`src/rtl/alu_datapath.sv`:
```
// Execute-stage datapath slice: operand-B select, 16-code ALU, write-back address/data
// selection, plus a capture-enabled registered copy of the ALU result and flags.
module alu_datapath (
    input  logic        CLK,
    input  logic        RESET,
    input  logic [31:0] alu_a,
    input  logic [31:0] reg2_data,
    input  logic [18:0] imm19,
    input  logic [3:0]  alu_control,
    input  logic        C_reg2_aluB_mux,
    input  logic        C_ART_data,
    input  logic        C_ART_reg,
    input  logic [3:0]  rd_ar,
    input  logic [3:0]  rd_ti,
    input  logic        capture,
    output logic [31:0] alu_b,
    output logic [31:0] alu_result,
    output logic        alu_cout,
    output logic        alu_zero,
    output logic [3:0]  write_reg,
    output logic [31:0] write_data,
    output logic [31:0] result_q,
    output logic        cout_q,
    output logic        zero_q
);

    localparam int unsigned DataW  = 32;
    localparam int unsigned ImmW   = 19;
    localparam int unsigned ShamtW = 5;

    typedef enum logic [3:0] {
        OP_ADD   = 4'h0,
        OP_SUB   = 4'h1,
        OP_AND   = 4'h2,
        OP_OR    = 4'h3,
        OP_XOR   = 4'h4,
        OP_NOR   = 4'h5,
        OP_SLL   = 4'h6,
        OP_SRL   = 4'h7,
        OP_SRA   = 4'h8,
        OP_SLT   = 4'h9,
        OP_SLTU  = 4'hA,
        OP_PASSB = 4'hB,
        OP_NOTA  = 4'hC,
        OP_NEG   = 4'hD
    } alu_op_e;

    logic [DataW-1:0]  imm_ext;
    logic [DataW:0]    sum;
    logic [ShamtW-1:0] shamt;

    assign imm_ext = {{(DataW-ImmW){imm19[ImmW-1]}}, imm19};
    assign shamt   = alu_b[ShamtW-1:0];

    // Selects use an if on == 1'b1 so an unknown select falls through to input 0.
    always_comb begin
        alu_b      = reg2_data;
        write_data = alu_result;
        write_reg  = rd_ar;
        if (C_reg2_aluB_mux == 1'b1) alu_b      = imm_ext;
        if (C_ART_data == 1'b1)      write_data = imm_ext;
        if (C_ART_reg == 1'b1)       write_reg  = rd_ti;
    end

    // ALU: carry is only meaningful for the adder-based codes (ADD, SUB, NEG).
    always_comb begin
        sum        = '0;
        alu_result = '0;
        alu_cout   = 1'b0;
        case (alu_op_e'(alu_control))
            OP_ADD: begin
                sum        = {1'b0, alu_a} + {1'b0, alu_b};
                alu_result = sum[DataW-1:0];
                alu_cout   = sum[DataW];
            end
            OP_SUB: begin
                sum        = {1'b0, alu_a} + {1'b0, ~alu_b} + (DataW+1)'(1);
                alu_result = sum[DataW-1:0];
                alu_cout   = sum[DataW];
            end
            OP_AND:   alu_result = alu_a & alu_b;
            OP_OR:    alu_result = alu_a | alu_b;
            OP_XOR:   alu_result = alu_a ^ alu_b;
            OP_NOR:   alu_result = ~(alu_a | alu_b);
            OP_SLL:   alu_result = alu_a << shamt;
            OP_SRL:   alu_result = alu_a >> shamt;
            OP_SRA:   alu_result = DataW'($signed(alu_a) >>> shamt);
            OP_SLT:   alu_result = DataW'($signed(alu_a) < $signed(alu_b));
            OP_SLTU:  alu_result = DataW'(alu_a < alu_b);
            OP_PASSB: alu_result = alu_b;
            OP_NOTA:  alu_result = ~alu_a;
            OP_NEG: begin
                sum        = {1'b0, ~alu_a} + (DataW+1)'(1);
                alu_result = sum[DataW-1:0];
                alu_cout   = sum[DataW];
            end
            default: begin
                alu_result = '0;
                alu_cout   = 1'b0;
            end
        endcase
    end

    assign alu_zero = ~|alu_result;

    // One-cycle-late debug/forwarding copy of the result and flags.
    always_ff @(posedge CLK or negedge RESET) begin
        if (!RESET) begin
            result_q <= '0;
            cout_q   <= 1'b0;
            zero_q   <= 1'b0;
        end else if (capture) begin
            result_q <= alu_result;
            cout_q   <= alu_cout;
            zero_q   <= alu_zero;
        end
    end

endmodule

```
`config.mk`:
```
export PLATFORM = sky130hd
export DESIGN_NAME = alu_datapath
export DESIGN_NICKNAME = d
export VERILOG_FILES = /design/src/rtl/alu_datapath.sv
export SDC_FILE = /design/constraint.sdc
export NUM_CORES = 1
export LEC_CHECK = 0
export ABC_AREA = 1
export CAP_MARGIN = 0
export CORE_MARGIN = 4
export CORE_UTILIZATION = 40
export DETAILED_ROUTE_END_ITERATION = 10
export PLACE_DENSITY = 0.71
export SYNTH_ARGS = -nofsm -noshare
export SYNTH_HDL_FRONTEND = slang
export SYNTH_SLANG_ARGS = --single-unit
```
`constraint.sdc`:
```
create_clock -name CLK -period 6 [get_ports CLK]
set_clock_uncertainty 0.05 [all_clocks]
set_input_delay 1.2 -clock CLK [delete_from_list [all_inputs] [get_ports CLK]]
set_output_delay 1.2 -clock CLK [all_outputs]
set_load 0.005 [all_outputs]
```
==> results.md, run 1 <==
- In this run, the combinational gates consume 81.0% of the power.
- The site row count is 68.
- The fill cell total of the finished layout is 3,272.
- STA puts the critical path data required time at 4.75 ns.
- In this run the deepest clock path goes through 2 buffers.
- The number of global-route vias before repair is 22.2k.
- After global routing the overflow that remains totals 0.
- The measured slew at the worst slew-check pin is 0.789 ns.
- Clock tree synthesis found a total of 34 sinks.
- The tree is rooted in a clkbuf_16.
- The hold-critical path depth is 2.
- The number of placed instances with taps included is 4,027.
- The count of endpoints failing hold in the final timing report is 0.
- The floorplan step defined a die boundary enclosing 0.0384 mm2.
- The wire-length estimate of the detail-placed layout is 77,800 um.
- For this design, the CTS-stage hold fixing added 0 buffers.
- For this configuration, the core starts out at a cell density of 40.7%.
- The die is 196 um wide.
- The maximum ir drop on the vdd rail is 0.000309 V.
- The worst setup path is of the primary input to primary output kind.
- The area growth from synthesis to final layout is 64.3%.
- The internal power of the cells totals 1.67 mW.
- The worst hold slack across all endpoints is 0.432 ns.
- The repair_antennas step left the layout with diodes totalling 0.
- Clock-pin slew was measured on the worst setup and hold paths at 0.05 ns.
- The number of input and output port buffers inserted is 236.
- The data arrival time of the critical path is 4.78 ns.
- The number of setup violations in the final report is 1.
- The total area inside the core boundary comes to 0.0347 mm2.
- The sequential share of the synthesized area is 6.02%.
- The initial antenna violation count is 3.
- The floorplan step set the die height to 196 um.
- Dividing the final minimum period by the clock period gives 100%.
- The final reports fail on negative setup slack.
- Leaving out fill and tap cells, the most frequent cell in the layout is nand2_1.
- The relative slew slack is 47.2%.
- Synthesis produced a netlist whose cell count is 2,784.
- Max-cap violations in this run came to 0.
- The number of pins with negative max-slew slack in the final report is 0.
- The depth of the most critical reg-to-reg path is 2.
- The proportion of synthesized flip-flops having asynchronous set or reset is 100%.
- The sequential fraction of design power is 8.6%.
- Wires add up to 94,400 um.
- In this run the cell area of the synthesized design comes to 0.0141 mm2.
- The final critical-path setup slack is -0.0259 ns.
- In the layout the commonest cells are 833 x nand2_1, 666 x buf_4, 546 x nand3_1.
- The flow ran to the end, but the final reports show violations.
- The multi-input combinational cells in the finished layout cover a total of 0.0124 mm2.
- Based on the critical path, the design can be clocked at up to 166 MHz.
- Dividing total power by cell area gives a power density of 143 mW/mm2.
- The overall global routing resource usage is 45.8%.
- The netlist uses 56 different library cells.
- Yosys mapped a number of flops with a built-in enable equal to 0.
- The congestion estimate from routability-driven global placement came to 1.23.
- Synthesis inferred 34 register bits.
- The number of vias in the routed layout is 24.1k.
- The maximum number of pins on one net before global-route repair is 67.
- Net switching is 49.5% of the power.
- The post-route antenna net violation count is 0.
- At the end of the flow, the number of nets in the layout was 3,818.
- The synthesized netlist net count is 2,996.
- In the synthesized netlist the dominant register cell turns out to be dfrtp_1.
- For this block, the initial DRC count from the detailed router was 3,447.
- Of all nets on the critical path, the largest fanout is 7.
- The sum of negative setup slack is -0.0259 ns.
- Clock latency on the worst-skew pair, taken at its later pin, is 0.28 ns.
- The startpoint kind of the worst setup timing path is a primary input.
- The switching power is 1.64 mW.
- The post-route DRC violation count is 0.
- The worst hold path class is register to register.
- In the final layout, the share of cells above drive strength 1 is 27.8%.
- The average wire per standard cell is 23.2 um.
- Each instance of the synthesized netlist takes up on average 5.07 um2.
- The endpoint kind of the worst setup timing path is a primary output.
- The number of clock buffers added by TritonCTS is 5.
- The routed design could run at a clock period as short as 6.03 ns.
- The wire length of the first global-routing pass is 135,000 um.
- The top-level port count is 237.
- In the final layout, flip-flops and latches occupy 851 um2.
- The analysis attributes to cell leakage a power of 12.0 nW.
- Of the total power, the clock network draws 10.4%.
- Setup repair after global routing could not meet its margin everywhere.
- In the routed layout, each cell is associated on average with a via count of 5.93.
- The detailed-router iteration count before antenna repair is 7.
- The clock tree from TritonCTS is built.
- The number of H-tree levels is 2.
- The number of non-filler instances in the completed layout is 4,062.
- The count of warnings emitted by yosys is 0.
- Cells fill 66.8% of the core in the end.
## area by class of cell
class	count	area share (%)
Inverter	350	5.73
Tap cell	455	2.45
Sequential cell	34	3.67
Clock inverter	3	0.297
Timing Repair Buffer	931	33.8
Multi-Input combinational cell	2284	53.5
Clock buffer	5	0.539
## worst paths after layout
check | from | endpoint | slack [ns]
setup reg to reg | result_q[10] | result_q[10] | 5.16
hold / removal | cout_q | cout_q | 0.43
hold reg to reg | cout_q | cout_q | 0.43
max in group asynchronous | RESET | result_q[27] | 4.29
setup / recovery | imm19[14] | alu_zero | -0.03
min in group asynchronous | RESET | result_q[0] | 1.29
## cell usage after synthesis (2+ instances only)
cell / number / area [um2]
a21oi_1: 107 / 536
a21oi_2: 6 / 52.6
a31oi_1: 8 / 50.1
and2_1: 8 / 50.1
buf_1: 2 / 7.51
buf_2: 50 / 250
buf_4: 5 / 37.5
buf_6: 12 / 135
buf_8: 2 / 30.0
clkbuf_1: 42 / 158
clkbuf_2: 3 / 15.0
clkinv_1: 4 / 15.0
dfrtp_1: 34 / 851
fa_1: 2 / 40.0
ha_1: 109 / 1360
inv_1: 334 / 1250
inv_2: 10 / 37.5
mux2_2: 4 / 45.0
nand2_1: 884 / 3320
nand2_2: 7 / 43.8
nand2_4: 2 / 22.5
nand2_8: 2 / 40.0
nand3_1: 562 / 2810
nand3_2: 5 / 50.1
nand3b_1: 11 / 82.6
nand4_1: 41 / 257
nor2_1: 251 / 942
nor2_2: 15 / 93.8
nor3_1: 32 / 160
nor4_1: 2 / 12.5
o2111ai_1: 5 / 43.8
o211ai_1: 5 / 37.5
o21a_1: 4 / 30.0
o21ai_0: 129 / 646
o21ai_1: 13 / 65.1
o21ai_2: 5 / 43.8
o21bai_1: 10 / 75.1
o221ai_1: 2 / 17.5
o22ai_1: 29 / 181
or2_2: 6 / 37.5
xor2_1: 5 / 43.8
## worst max-delay path, stage by stage
cell and delay [ns]:
clkdlybuf4s50_1 0.48, inv_1 0.04, nand2_1 0.06, o21ai_2 0.11
ha_2 0.45, inv_1 0.08, a21oi_1 0.27, o21ai_1 0.13
nand2_1 0.09, nand2_2 0.05, inv_1 0.09, nand4_1 0.09
nand3_1 0.09, nand2_1 0.07, nor2_2 0.18, buf_6 0.16
nand2_4 0.08, nor2_2 0.12, buf_4 0.11, nand3_1 0.11
nor2_2 0.16, buf_4 0.14, and2_4 0.15, dlygate4sd2_1 0.23
## per-stage QoR
| stage | setup WS [ns] | total power [mW] | area, um2 |
|---|---|---|---|
| detailed placement | -0.896 | 2.66 | 21600 |
| global route | -0.105 | 3.46 | 23200 |
| floorplan | 0.840 | 1.31 | 14100 |
| global placement | -0.938 | 2.63 | 21600 |
| CTS | 0.00119 | 3.13 | 22600 |
| finish | -0.0259 | 3.31 | 23200 |
## state kept, by name, summed over array words and instances, names as in the netlist
signal and count:
cout_q 1, zero_q 1, result_q 32
## power by group through the flow
stage               Clock [mW]  Sequential [mW]  Combinational, mW
detailed placement           0            0.289               2.37
finish                   0.344            0.286               2.68
global placement             0            0.286               2.35
floorplan                    0            0.290               1.02
global route             0.356            0.290               2.81
CTS                      0.346            0.285               2.50
## routing by layer
layer	share of wire (%)	track usage, %	up-vias
li1	-	-	10800
met1	36	55.7	10800
met2	40	66.5	2051
met3	14	14.5	491
met4	9.9	35.9	6
met5	0.043	0	-
## cell families (layout without fill, tap and decap cells)
group,after synthesis,count (layout),synth area share [%]
flip-flops,34,34,6.02
buffers and inverters,466,1289,13.8
multiplexers,4,4,0.319
AO/OA/AOI/OAI,332,332,13.3
adder cells (fa/ha/maj),111,111,9.94
XOR/XNOR,6,6,0.372
AND/OR/NAND/NOR,1831,1831,56.3
## repair_timing
action                                  CTS  global route
endpoints found under the setup margin   31            35
endpoints found under the hold margin     0             0
gates resized for setup                 188           137
pin swaps                                33            44
buffers inserted                         11            16
Power figures use the tool's default switching activity.
==> run 2, diff against run 1 <==
--- a/config.mk
+++ b/config.mk
@@ -7,6 +7,7 @@
 export LEC_CHECK = 0
 export ABC_AREA = 1
 export CAP_MARGIN = 0
+export CORE_ASPECT_RATIO = 1.5
 export CORE_MARGIN = 4
 export CORE_UTILIZATION = 40
 export DETAILED_ROUTE_END_ITERATION = 10
==> run 2 against run 1 <==
Compared with the run above:
- the run still ends with negative setup slack left
- register-to-register slack improved by 0.04 ns
- fmax decreased by 2.1%
- combinational power fell by 4%
- die area increased by 0.16%
- global-route usage increased by 1.0 points
- core utilization decreased by 2.8 points
- hold slack improved by 0.0034 ns
- clock-buffer cell count up 1
- largest power group unchanged
==> results.md, run 2 (synthesized netlist as in run 1, its figures left out) <==
- The clock-pin slew of the registers on the worst-case setup and hold paths came to 0.05 ns (about the same).
- The largest fanout of any net on the critical path came to 3 (-4).
- The flip-flop count of the largest register, all copies and words added is 32 (unchanged).
- The min-delay analysis places its worst path in the category register to register.
- The library cell used most frequently in the layout, excluding fill and tap cells, is nand2_1.
- The total area of sequential cells is 851 um2 (unchanged).
- The final critical-path setup slack was -0.156 ns (-0.130 ns).
- The detailed-router iteration count before antenna repair is 7 (unchanged).
- The number of setup violations in the final report was 2 (+1).
- The number of global-route vias before repair came to 22.9k (+3.0%).
- The first-iteration detailed-routing DRC count is 3,349 (-2.8%).
- In the final layout, the registers with the most flip-flops are result_q x32, cout_q x1, zero_q x1.
- The global placement routability congestion is 1.14 (-7.3%).
- The detail-routed via count per cell was 5.88 (-0.84%).
- The slowest stage cell on the critical path is clkdlybuf4s50_1.
- The data arrival time of the critical path is 4.91 ns (+0.13 ns).
- The post-route clock period utilization was 103% (+2.2 points).
- The relative slew slack came to 14.8% (-32 points).
- The worst stage delay on the critical path came to 0.48 ns (about the same).
- The measured slew at the worst slew-check pin is 1.27 ns (+0.483 ns).
- The remaining global-route overflow was 0 (unchanged).
- The deepest clock path buffer count is 2 (unchanged).
- The area taken by multi-input logic gates is 0.0121 mm2 (-2.9%).
- The average wire per standard cell is 23.6 um (+1.5%).
- The sum of negative setup slack is -0.196 ns (-0.171 ns).
- The number of max-cap violations came to 0 (unchanged).
- The worst slack at placement came to -0.980 ns (-0.0842 ns).
- The endpoint kind of the worst setup timing path is a primary output.
- The number of nets in the layout is 3,764 (-1.4%).
- The hold-critical path depth is 2 (unchanged).
- The run finished, with violations left.
- The tree is rooted in a clkbuf_16.
- The overall global routing resource usage is 46.8% (+1.0 points).
- The leakage power summed over all cells is 11.9 nW (-1.3%).
- The clock net sink count was 34 (unchanged).
- The count of endpoints failing hold in the final timing report came to 0 (unchanged).
- The maximum frequency from static timing analysis was 162 MHz (-2.1%).
- The clock period minus worst slack is 6.16 ns (+0.130 ns).
- The critical path is of the primary input to primary output type.
- The startpoint kind of the worst setup timing path is a primary input.
- The met2 capacity usage during global routing is 76.0% (+9.5 points).
- The most numerous cell on the critical path is nand2_1.
- The fill cell total of the finished layout was 3,524 (+7.7%).
- The floorplan die width is 161 um (-18%).
- The maximum number of pins on one net before global-route repair is 68 (+1.5%).
- The number of buffers inserted by hold repair at cts came to 0 (unchanged).
- The required time of the worst setup path is 4.75 ns (about the same).
- The total wire length was 94,900 um (+0.54%).
- The top register by number of flip-flops is result_q.
- The maximum ir drop on the vdd rail came to 0.000119 V (-61%).
- The number of H-tree levels was 2 (unchanged).
- The core region area is 0.0350 mm2 (+0.82%).
- The post-route DRC violation count is 0 (unchanged).
- The wire length of the first global-routing pass is 137,000 um (+1.1%).
- The site row count is 84 (+24%).
- The top-level port count is 237 (unchanged).
- The worst-skew pair later-pin latency is 0.28 ns (about the same).
- The number of input and output port buffers inserted is 236 (unchanged).
- The detailed-placement wirelength estimate is 79,000 um (+1.5%).
- The post-route antenna net violation count is 0 (unchanged).
- The global routing stage identified its most utilized layer as met2.
- The depth of the most critical reg-to-reg path is 2 (unchanged).
- In the layout the commonest cells are 859 x nand2_1, 621 x buf_4, 551 x nand3_1.
- The die span in y came to 238 um (+22%).
- The full die area was 0.0384 mm2 (+0.16%).
- The checks that failed: negative setup slack.
- The clock tree from TritonCTS is built.
- The area growth from synthesis to final layout is 58.6%.
- The number of vias in the routed layout is 23.7k (-1.7%).
- The initial antenna violation count was 0 (-3).
- The share of final-layout standard cells stronger than drive strength 1 is 24.4% (-3.3 points).
- The antenna cell count is 0 (unchanged).
- The number of pins with negative max-slew slack in the final report is 0 (unchanged).
- The total clock buffers created by CTS came to 5 (unchanged).
- The starting density of the core is 40.4% (-0.33 points).
- Setup repair after global routing could not meet its margin everywhere.
- The total power density per cell area was 141 mW/mm2 (-0.86%).
- The global routing met3 resource utilization is 9.54% (-5.0 points).
- The routing usage on met1 is 50.8% (-5.0 points).
==> run 2: final cells by class <==
class,count,area share (%)
Clock inverter,1,0.134
Sequential cell,34,3.80
Timing Repair Buffer,877,33.1
Tap cell,473,2.64
Multi-Input combinational cell,2284,53.8
Clock buffer,6,0.620
Inverter,350,5.92
==> run 2: metrics by stage <==
step / hold slack, ns / total power, mW / cells / utilization (%) / instance area [um2]
3_5_place_dp: 0.427 / 2.65 / 4009 / 61.1 / 21400
5_1_grt: 0.461 / 3.32 / 4025 / 64.0 / 22400
6_report: 0.435 / 3.17 / 4025 / 64.0 / 22400
2_1_floorplan: 0.423 / 1.31 / 2784 / - / 14100
4_1_cts: 0.442 / 3.03 / 4021 / 62.9 / 22000
3_3_place_gp: 0.416 / 2.63 / 4009 / 61.1 / 21400
==> run 2: worst max-delay path, delay by kind of cell <==
family,cells,cell delay (ns)
AO/OA/AOI/OAI,2,0.33
AND/OR/NAND/NOR,16,1.50
buffers and inverters,9,1.51
adder cells (fa/ha/maj),1,0.34
==> run 2: per-layer routing <==
layer | wire length [um] | share of wire [%]
met5 | 0 | 0
met4 | 11900 | 13
met3 | 9690 | 10
met2 | 41900 | 44
met1 | 31400 | 33
==> run 2: timing repair <==
action,4_1_cts,5_1_grt
gates resized for setup,113,102
pin swaps,13,25
setup endpoints to repair,32,46
buffers inserted,5,4
==> run 2: path summary, 6_finish.rpt <==
| path | slack, ns | from | to |
|---|---|---|---|
| setup / recovery | -0.16 | imm19[7] | alu_zero |
| hold / removal | 0.44 | result_q[0] | result_q[0] |
| setup reg to reg | 5.20 | result_q[30] | result_q[30] |
| hold reg to reg | 0.44 | result_q[0] | result_q[0] |
| max in group asynchronous | 4.28 | RESET | result_q[6] |
| min in group asynchronous | 1.30 | RESET | result_q[28] |
==> run 2: report_power, final <==
| group | internal, mW | total, mW | switching [mW] |
|---|---|---|---|
| logic | 1.10 | 2.58 | 1.47 |
| clock network | 0.205 | 0.305 | 0.100 |
| registers | 0.265 | 0.286 | 0.0210 |
